<file path="src/rtl/multi_edge_stretcher_pkg.sv">
// Shared definitions for the multi-channel edge stretcher: edge-select
// encodings, default parameters, channel state type and legality helpers.
package multi_edge_stretcher_pkg;

    localparam logic [1:0] EDGE_RISE = 2'b00;
    localparam logic [1:0] EDGE_FALL = 2'b01;
    localparam logic [1:0] EDGE_BOTH = 2'b10;
    localparam logic [1:0] EDGE_OFF  = 2'b11;

    localparam int DEF_N_CH        = 4;
    localparam int DEF_SYNC_STAGES = 2;
    localparam int DEF_STRETCH     = 125000000;
    localparam int DEF_CNT_W       = 27;

    typedef enum logic {
        ST_IDLE   = 1'b0,
        ST_ACTIVE = 1'b1
    } ch_state_t;

    // True when a cnt_w-bit down-counter can hold the reload value stretch-1.
    function automatic bit cnt_fits(input int stretch, input int cnt_w);
        longint lim;
        if (cnt_w >= 62) return 1'b1;
        lim = longint'(1) << cnt_w;
        return lim > (longint'(stretch) - 1);
    endfunction

    function automatic logic edge_qualify(input logic [1:0] mode, input logic rise,
                                          input logic fall);
        logic q;
        case (mode)
            EDGE_RISE: q = rise;
            EDGE_FALL: q = fall;
            EDGE_BOTH: q = rise | fall;
            default:   q = 1'b0;
        endcase
        return q;
    endfunction

endpackage

</file>
<file path="src/rtl/edge_stretch_ch.sv">
// One channel: synchroniser, edge qualification, stretch counter and sticky
// missed-edge flag. o_state is the IDLE/ACTIVE flop and doubles as the output.
module edge_stretch_ch
    import multi_edge_stretcher_pkg::*;
#(
    parameter int SYNC_STAGES = DEF_SYNC_STAGES,
    parameter int STRETCH     = DEF_STRETCH,
    parameter int CNT_W       = DEF_CNT_W,
    parameter int RETRIG      = 1
) (
    input  logic       i_clk,
    input  logic       i_reset,
    input  logic       i_inp,
    input  logic [1:0] i_mode,
    input  logic       i_clr_missed,
    output logic       o_edge_pulse,
    output logic       o_missed,
    output logic       o_state
);

    localparam logic [CNT_W-1:0] RELOAD = CNT_W'(STRETCH - 1);

    logic [SYNC_STAGES-1:0] r_sync;
    logic                   r_prev;
    ch_state_t              r_state;
    ch_state_t              w_state_nxt;
    logic [CNT_W-1:0]       r_cnt;
    logic [CNT_W-1:0]       w_cnt_nxt;
    logic                   r_edge_pulse;
    logic                   w_edge_pulse_nxt;
    logic                   r_missed;
    logic                   w_missed_nxt;
    logic                   w_s_last;
    logic                   w_rise;
    logic                   w_fall;
    logic                   w_edge;

    assign w_s_last = r_sync[SYNC_STAGES-1];
    assign w_rise   = w_s_last & ~r_prev;
    assign w_fall   = ~w_s_last & r_prev;
    assign w_edge   = edge_qualify(i_mode, w_rise, w_fall);

    always_ff @(posedge i_clk or posedge i_reset) begin
        if (i_reset) begin
            r_sync <= '0;
            r_prev <= 1'b0;
        end else begin
            r_sync <= {r_sync[SYNC_STAGES-2:0], i_inp};
            r_prev <= w_s_last;
        end
    end

    always_ff @(posedge i_clk or posedge i_reset) begin
        if (i_reset) begin
            r_state      <= ST_IDLE;
            r_cnt        <= '0;
            r_edge_pulse <= 1'b0;
            r_missed     <= 1'b0;
        end else begin
            r_state      <= w_state_nxt;
            r_cnt        <= w_cnt_nxt;
            r_edge_pulse <= w_edge_pulse_nxt;
            r_missed     <= w_missed_nxt;
        end
    end

    // A miss on the same cycle as clr_missed overrides the clear.
    always_comb begin
        w_state_nxt      = r_state;
        w_cnt_nxt        = r_cnt;
        w_edge_pulse_nxt = 1'b0;
        w_missed_nxt     = r_missed & ~i_clr_missed;
        case (r_state)
            ST_IDLE: begin
                if (w_edge) begin
                    w_state_nxt      = ST_ACTIVE;
                    w_cnt_nxt        = RELOAD;
                    w_edge_pulse_nxt = 1'b1;
                end
            end
            ST_ACTIVE: begin
                w_edge_pulse_nxt = w_edge;
                if (w_edge && (RETRIG != 0)) begin
                    w_cnt_nxt = RELOAD;
                end else begin
                    if (w_edge) w_missed_nxt = 1'b1;
                    if (r_cnt == '0) w_state_nxt = ST_IDLE;
                    else             w_cnt_nxt   = r_cnt - CNT_W'(1);
                end
            end
            default: w_state_nxt = ST_IDLE;
        endcase
    end

    assign o_edge_pulse = r_edge_pulse;
    assign o_missed     = r_missed;
    assign o_state      = r_state;

endmodule

</file>
<file path="src/rtl/multi_edge_stretcher.sv">
// N_CH independent edge-detect-and-stretch channels with a shared busy flag.
// Parameter legality is enforced at elaboration.
module multi_edge_stretcher
    import multi_edge_stretcher_pkg::*;
#(
    parameter int N_CH        = DEF_N_CH,
    parameter int SYNC_STAGES = DEF_SYNC_STAGES,
    parameter int STRETCH     = DEF_STRETCH,
    parameter int CNT_W       = DEF_CNT_W,
    parameter int RETRIG      = 1
) (
    input  logic            clk,
    input  logic            reset,
    input  logic [N_CH-1:0] inp,
    input  logic [1:0]      mode,
    input  logic            clr_missed,
    output logic [N_CH-1:0] edge_pulse,
    output logic [N_CH-1:0] out,
    output logic [N_CH-1:0] missed,
    output logic            busy
);

    if (N_CH < 1) begin : g_bad_n_ch
        $fatal(1, "multi_edge_stretcher: N_CH must be >= 1");
    end
    if (SYNC_STAGES < 2) begin : g_bad_sync
        $fatal(1, "multi_edge_stretcher: SYNC_STAGES must be >= 2");
    end
    if (STRETCH < 1) begin : g_bad_stretch
        $fatal(1, "multi_edge_stretcher: STRETCH must be >= 1");
    end
    if (!cnt_fits(STRETCH, CNT_W)) begin : g_bad_cnt_w
        $fatal(1, "multi_edge_stretcher: CNT_W too small for STRETCH-1");
    end
    if (RETRIG != 0 && RETRIG != 1) begin : g_bad_retrig
        $fatal(1, "multi_edge_stretcher: RETRIG must be 0 or 1");
    end

    for (genvar g = 0; g < N_CH; g++) begin : g_ch
        edge_stretch_ch #(
            .SYNC_STAGES(SYNC_STAGES),
            .STRETCH    (STRETCH),
            .CNT_W      (CNT_W),
            .RETRIG     (RETRIG)
        ) u_ch (
            .i_clk       (clk),
            .i_reset     (reset),
            .i_inp       (inp[g]),
            .i_mode      (mode),
            .i_clr_missed(clr_missed),
            .o_edge_pulse(edge_pulse[g]),
            .o_missed    (missed[g]),
            .o_state     (out[g])
        );
    end

    assign busy = |out;

endmodule
</file>
<file path="config.mk">
export PLATFORM = sky130hd
export DESIGN_NAME = multi_edge_stretcher
export DESIGN_NICKNAME = d
export VERILOG_FILES = /design/src/rtl/multi_edge_stretcher_pkg.sv /design/src/rtl/edge_stretch_ch.sv /design/src/rtl/multi_edge_stretcher.sv
export SDC_FILE = /design/constraint.sdc
export NUM_CORES = 1
export LEC_CHECK = 0
export CORE_ASPECT_RATIO = 1.2
export CORE_MARGIN = 2
export CORE_UTILIZATION = 30
export CTS_CLUSTER_DIAMETER = 120
export DETAILED_ROUTE_END_ITERATION = 6
export SLEW_MARGIN = 20
export SYNTH_ARGS = -nofsm -noshare
export SYNTH_HDL_FRONTEND = slang
export SYNTH_SLANG_ARGS = --single-unit
</file>
<file path="constraint.sdc">
create_clock -name clk -period 4.8 [get_ports clk]
set_clock_uncertainty 0.15 [all_clocks]
set_input_delay 0.48 -clock clk [delete_from_list [all_inputs] [get_ports clk]]
set_output_delay 0.48 -clock clk [all_outputs]
set_load 0.01 [all_outputs]
</file>
==> impl_summary.md <==
Critical path
The worst setup path is launched from a flop. The largest incremental delay on the critical path is 0.70 ns. The family with the most delay on the worst path is simple AND/OR/NAND/NOR gates. In this run the worst path has a maximum fanout of 11. The endpoint required time on the critical path is 4.93 ns. The number of buffers and inverters on the critical path is 0. The kind of end point of the critical path is a flop.

In this run the critical register-to-register path is captured at g_ch[2].u_ch.r_cnt[10]. The critical path start-end classification is flop to flop. The launch point of the worst reg-to-reg path is g_ch[2].u_ch.r_cnt[3]. Data on the critical path arrives at its endpoint at 3.13 ns.

The slowest library cell on the worst path is or4b_1. The critical path goes through or4_4 > or4b_1 > o211ai_1 > or4b_2 > a21oi_1. For the worst flop-to-flop path, the logic depth is 5. For flop-to-flop paths, the worst setup slack is 1.80 ns.

Placement
In this run the cell area measured after placement is 7223 um2. The number of port buffers is 21. Detailed placement finished with a half-perimeter wire length of 9266 um. The placer congestion estimate is 0.7591.

Die
The effective utilization at floorplan is 30.50%. The floorplan has 60 rows. The die covers 23970 um2. The floorplan step set the die width to 141.7 um. 22 I/O pins were placed. The height of the chip is 169.2 um. The total core area is 22370 um2.

Global routing
The largest net degree at the start of global routing is 81. In the global route stage, met3 resource usage came out at 3.555%. The sum of overflow across all layers after global routing is 0. In this run the most used layer during global routing was met2. The first-pass GRT wire length is 25320 um. The global routing met2 resource utilization is 20.81%. For this run, global-route usage on met1 was measured as 17.08%. The global-route usage over all layers is 13.05%. The initial antenna violation count came to 0. The via count of the first global-routing pass is 5148.

Synthesis
For this run, the leading register cell type out of synthesis is dfrtp_1. The number of enable flip-flop cells after synthesis is 0. The average size of a mapped cell is 9.747 um2.

Synthesis inferred 132 register bits. Of all flip-flops after synthesis, the portion carrying an async set or reset was 100.0%. Of the synthesized area, sequential elements account for 48.41%.

The netlist uses 56 different library cells. Counting every net in the synthesized netlist gives 721. The top cell type by total area after synthesis is dfrtp_1. During synthesis, Yosys emitted a total of 0 warnings. The synthesized design devotes to its leading area cell type 48.41% of total area. After synthesis, the cell types taking the most area are dfrtp_1 48%, or4_1 3.9%, nand2_1 3.5%. The synthesized netlist occupies a cell area of 6823 um2. The cell count after synthesis is 700.

Drt
Dividing the detail-routed wire length by the instance count gives 14.35 um. In the routed design, unresolved DRC markers number 0. The routed layout has 5204 vias. The total wire length after detailed routing is 14310 um. The first TritonRoute pass finished after 7 iterations. The via density per instance is 5.220. The final antenna-violating net count is 0. In this run, the number of DRC markers left after iteration 0 of detailed routing was 479.

Clocking
The number of sinks driven by the clock tree is 132. After clock tree synthesis, the clock-pin slew on the worst setup and hold paths is 0.06 ns. TritonCTS built the clock tree. The post-cts gate resize count is 0. The depth of the CTS H-tree is 4. The maximum buffer depth of the clock tree is 2.

The buffer type at the clock tree root is clkbuf_16. Buffers inserted to repair hold after CTS numbered 0. The total setup buffers inserted after CTS is 0. The latest clock arrival within the worst-skew pair is 0.42 ns.

Counting the buffers created by CTS gives 17.

STA
For the pin with the worst max-slew slack, the measured transition is 1.043 ns. The number of failing hold endpoints at the final stage is 0. The number of pins exceeding their max-slew limit in the final report is 0.

The post-route setup TNS is 0 ns. Setup repair after global routing left no endpoint under its margin. Counting I/O delays and the setup requirement, the final critical path takes 3.002 ns. The final worst-path cycle share is 62.54%.

Setup violations remaining at the end of the flow were counted as 0. The maximum achievable frequency is 0.3331 GHz. The remaining max-slew budget at the tightest pin is 30.06%.

Finish
The repair_antennas step left the layout with diodes totalling 0. The ratio of cells with drive above 1 in the final layout is 7.103%. Summing all non-filler instances in the final layout gives an area of 7805 um2. The number of nets in the final layout is 729.

The filler cell count is 2256. Relative to the synthesized area, the layout overhead comes to 14.40%.

Hold path
The path type of the worst min-delay path is flop to flop. The hold path startpoint is g_ch[3].u_ch.r_sync[0]. The worst hold path was traced through 0 stages.

The path with the worst hold slack has its endpoint at g_ch[3].u_ch.r_sync[1].

Power
Dividing total power by cell area gives a power density of 359.0 nW/um2. The maximum ir drop on the vdd rail is 0.0002162 V. For this design the static power due to leakage is 2.720 nW. The completed layout was analyzed and its total power is 2.802 mW.

Status
The flow ran to the end, and the final reports show no timing, DRC or antenna violations.

Flow run
The max capacitance violation total is 0.
metal layers:
metal	part of all wire [%]	vias to the layer above
li1	-	2597
met1	48	2539
met2	48	53
met3	2.6	15
met4	1.4	0
met5	0	-
metrics by stage:
| step | instances | hold slack (ns) | setup WS, ns | util [%] |
|---|---|---|---|---|
| floorplan | 700 | 0.1812 | 0.6440 | - |
| global placement | 968 | 0.1837 | 1.841 | 32.29 |
| detailed placement | 968 | 0.1847 | 1.799 | 32.29 |
| CTS | 997 | 0.1975 | 1.786 | 34.89 |
| global route | 997 | 0.1986 | 1.564 | 34.89 |
| finish | 997 | 0.1958 | 1.798 | 34.89 |
final cells by class:
cell class,count,area (um2),share of cell area [%]
Tap cell,279,349.1,4.473
Multi-Input combinational cell,505,3217,41.22
Clock buffer,24,481.7,6.172
Timing Repair Buffer,27,255.2,3.270
Inverter,25,98.84,1.266
Clock inverter,5,100.1,1.282
Sequential cell,132,3303,42.32
synthesized netlist by cell type, types with 3 or more instances:
master and count:
dfrtp_1 132, nand2_1 63, nor2_1 38, or4_1 35, o21ai_0 31, or3_1 31, a21oi_1 30, nand3_1 29
nor3_1 26, o31ai_1 26, inv_1 23, nor4_1 21, xor2_1 21, clkbuf_1 20, nand2b_1 16, nand4_1 14
buf_4 13, ha_1 12, o211ai_1 10, xnor2_1 9, and2_1 8, nor2b_1 8, mux2i_1 7, and4_1 6
o41ai_1 6, or2_2 6, nand3b_1 5, a31oi_1 4, a211o_1 3, a211oi_1 3, and3_1 3, nand4b_1 3
or4b_1 3
where the power goes:
part           total (mW)  switching (mW)  internal (mW)
clock                1.31           0.465          0.848
combinational       0.258           0.158         0.0999
sequential           1.23          0.0581           1.17
total                2.80           0.681           2.12
cell usage in the layout, fill, tap and decap left out, types with 4 or more instances in the layout:
| master | count |
|---|---|
| dfrtp_1 | 132 |
| nand2_1 | 63 |
| nor2_1 | 38 |
| or4_1 | 35 |
| or3_1 | 31 |
| o21ai_0 | 31 |
| a21oi_1 | 30 |
| nand3_1 | 29 |
| nor3_1 | 26 |
| o31ai_1 | 26 |
| inv_1 | 22 |
| nor4_1 | 21 |
| xor2_1 | 21 |
| clkdlybuf4s50_1 | 21 |
| clkbuf_16 | 17 |
| nand2b_1 | 16 |
| nand4_1 | 14 |
| ha_1 | 12 |
| o211ai_1 | 10 |
| xnor2_1 | 9 |
| nor2b_1 | 8 |
| and2_1 | 8 |
| mux2i_1 | 7 |
| and4_1 | 6 |
| or2_2 | 6 |
| o41ai_1 | 6 |
| buf_4 | 6 |
| nand3b_1 | 5 |
| a31oi_1 | 4 |
| clkbuf_1 | 4 |
flip-flops by register name, summed over array words and instances, names as in the netlist:
signal                  cells
g_ch.u_ch.r_prev            4
g_ch.u_ch.o_edge_pulse      4
g_ch.u_ch.o_state           4
g_ch.u_ch.o_missed          4
g_ch.u_ch.r_sync            8
g_ch.u_ch.r_cnt           108
kinds of logic after synthesis:
| family | synth area share (%) |
|---|---|
| flops | 48.41 |
| fa+ha+maj | 2.201 |
| simple gates | 26.85 |
| mux | 1.192 |
| xor+xnor | 3.851 |
| buf+inv | 4.438 |
| compound gates | 13.06 |
worst max-delay path by stage:
stage | from | to | slack, ns | depth (start not counted)
finish | g_ch[2].u_ch.r_cnt[3] | g_ch[2].u_ch.r_cnt[10] | 1.80 | 5
global route | g_ch[0].u_ch.r_cnt[0] | g_ch[0].u_ch.r_cnt[25] | 1.56 | 7
CTS | g_ch[2].u_ch.r_cnt[3] | g_ch[2].u_ch.r_cnt[10] | 1.79 | 5
detailed placement | g_ch[2].u_ch.r_cnt[3] | g_ch[2].u_ch.r_cnt[10] | 1.80 | 5
global placement | g_ch[2].u_ch.r_cnt[3] | g_ch[2].u_ch.r_cnt[10] | 1.84 | 5
floorplan | reset | g_ch[0].u_ch.o_edge_pulse | 0.64 | 1
Note: power is estimated with default switching activity, not from simulation.
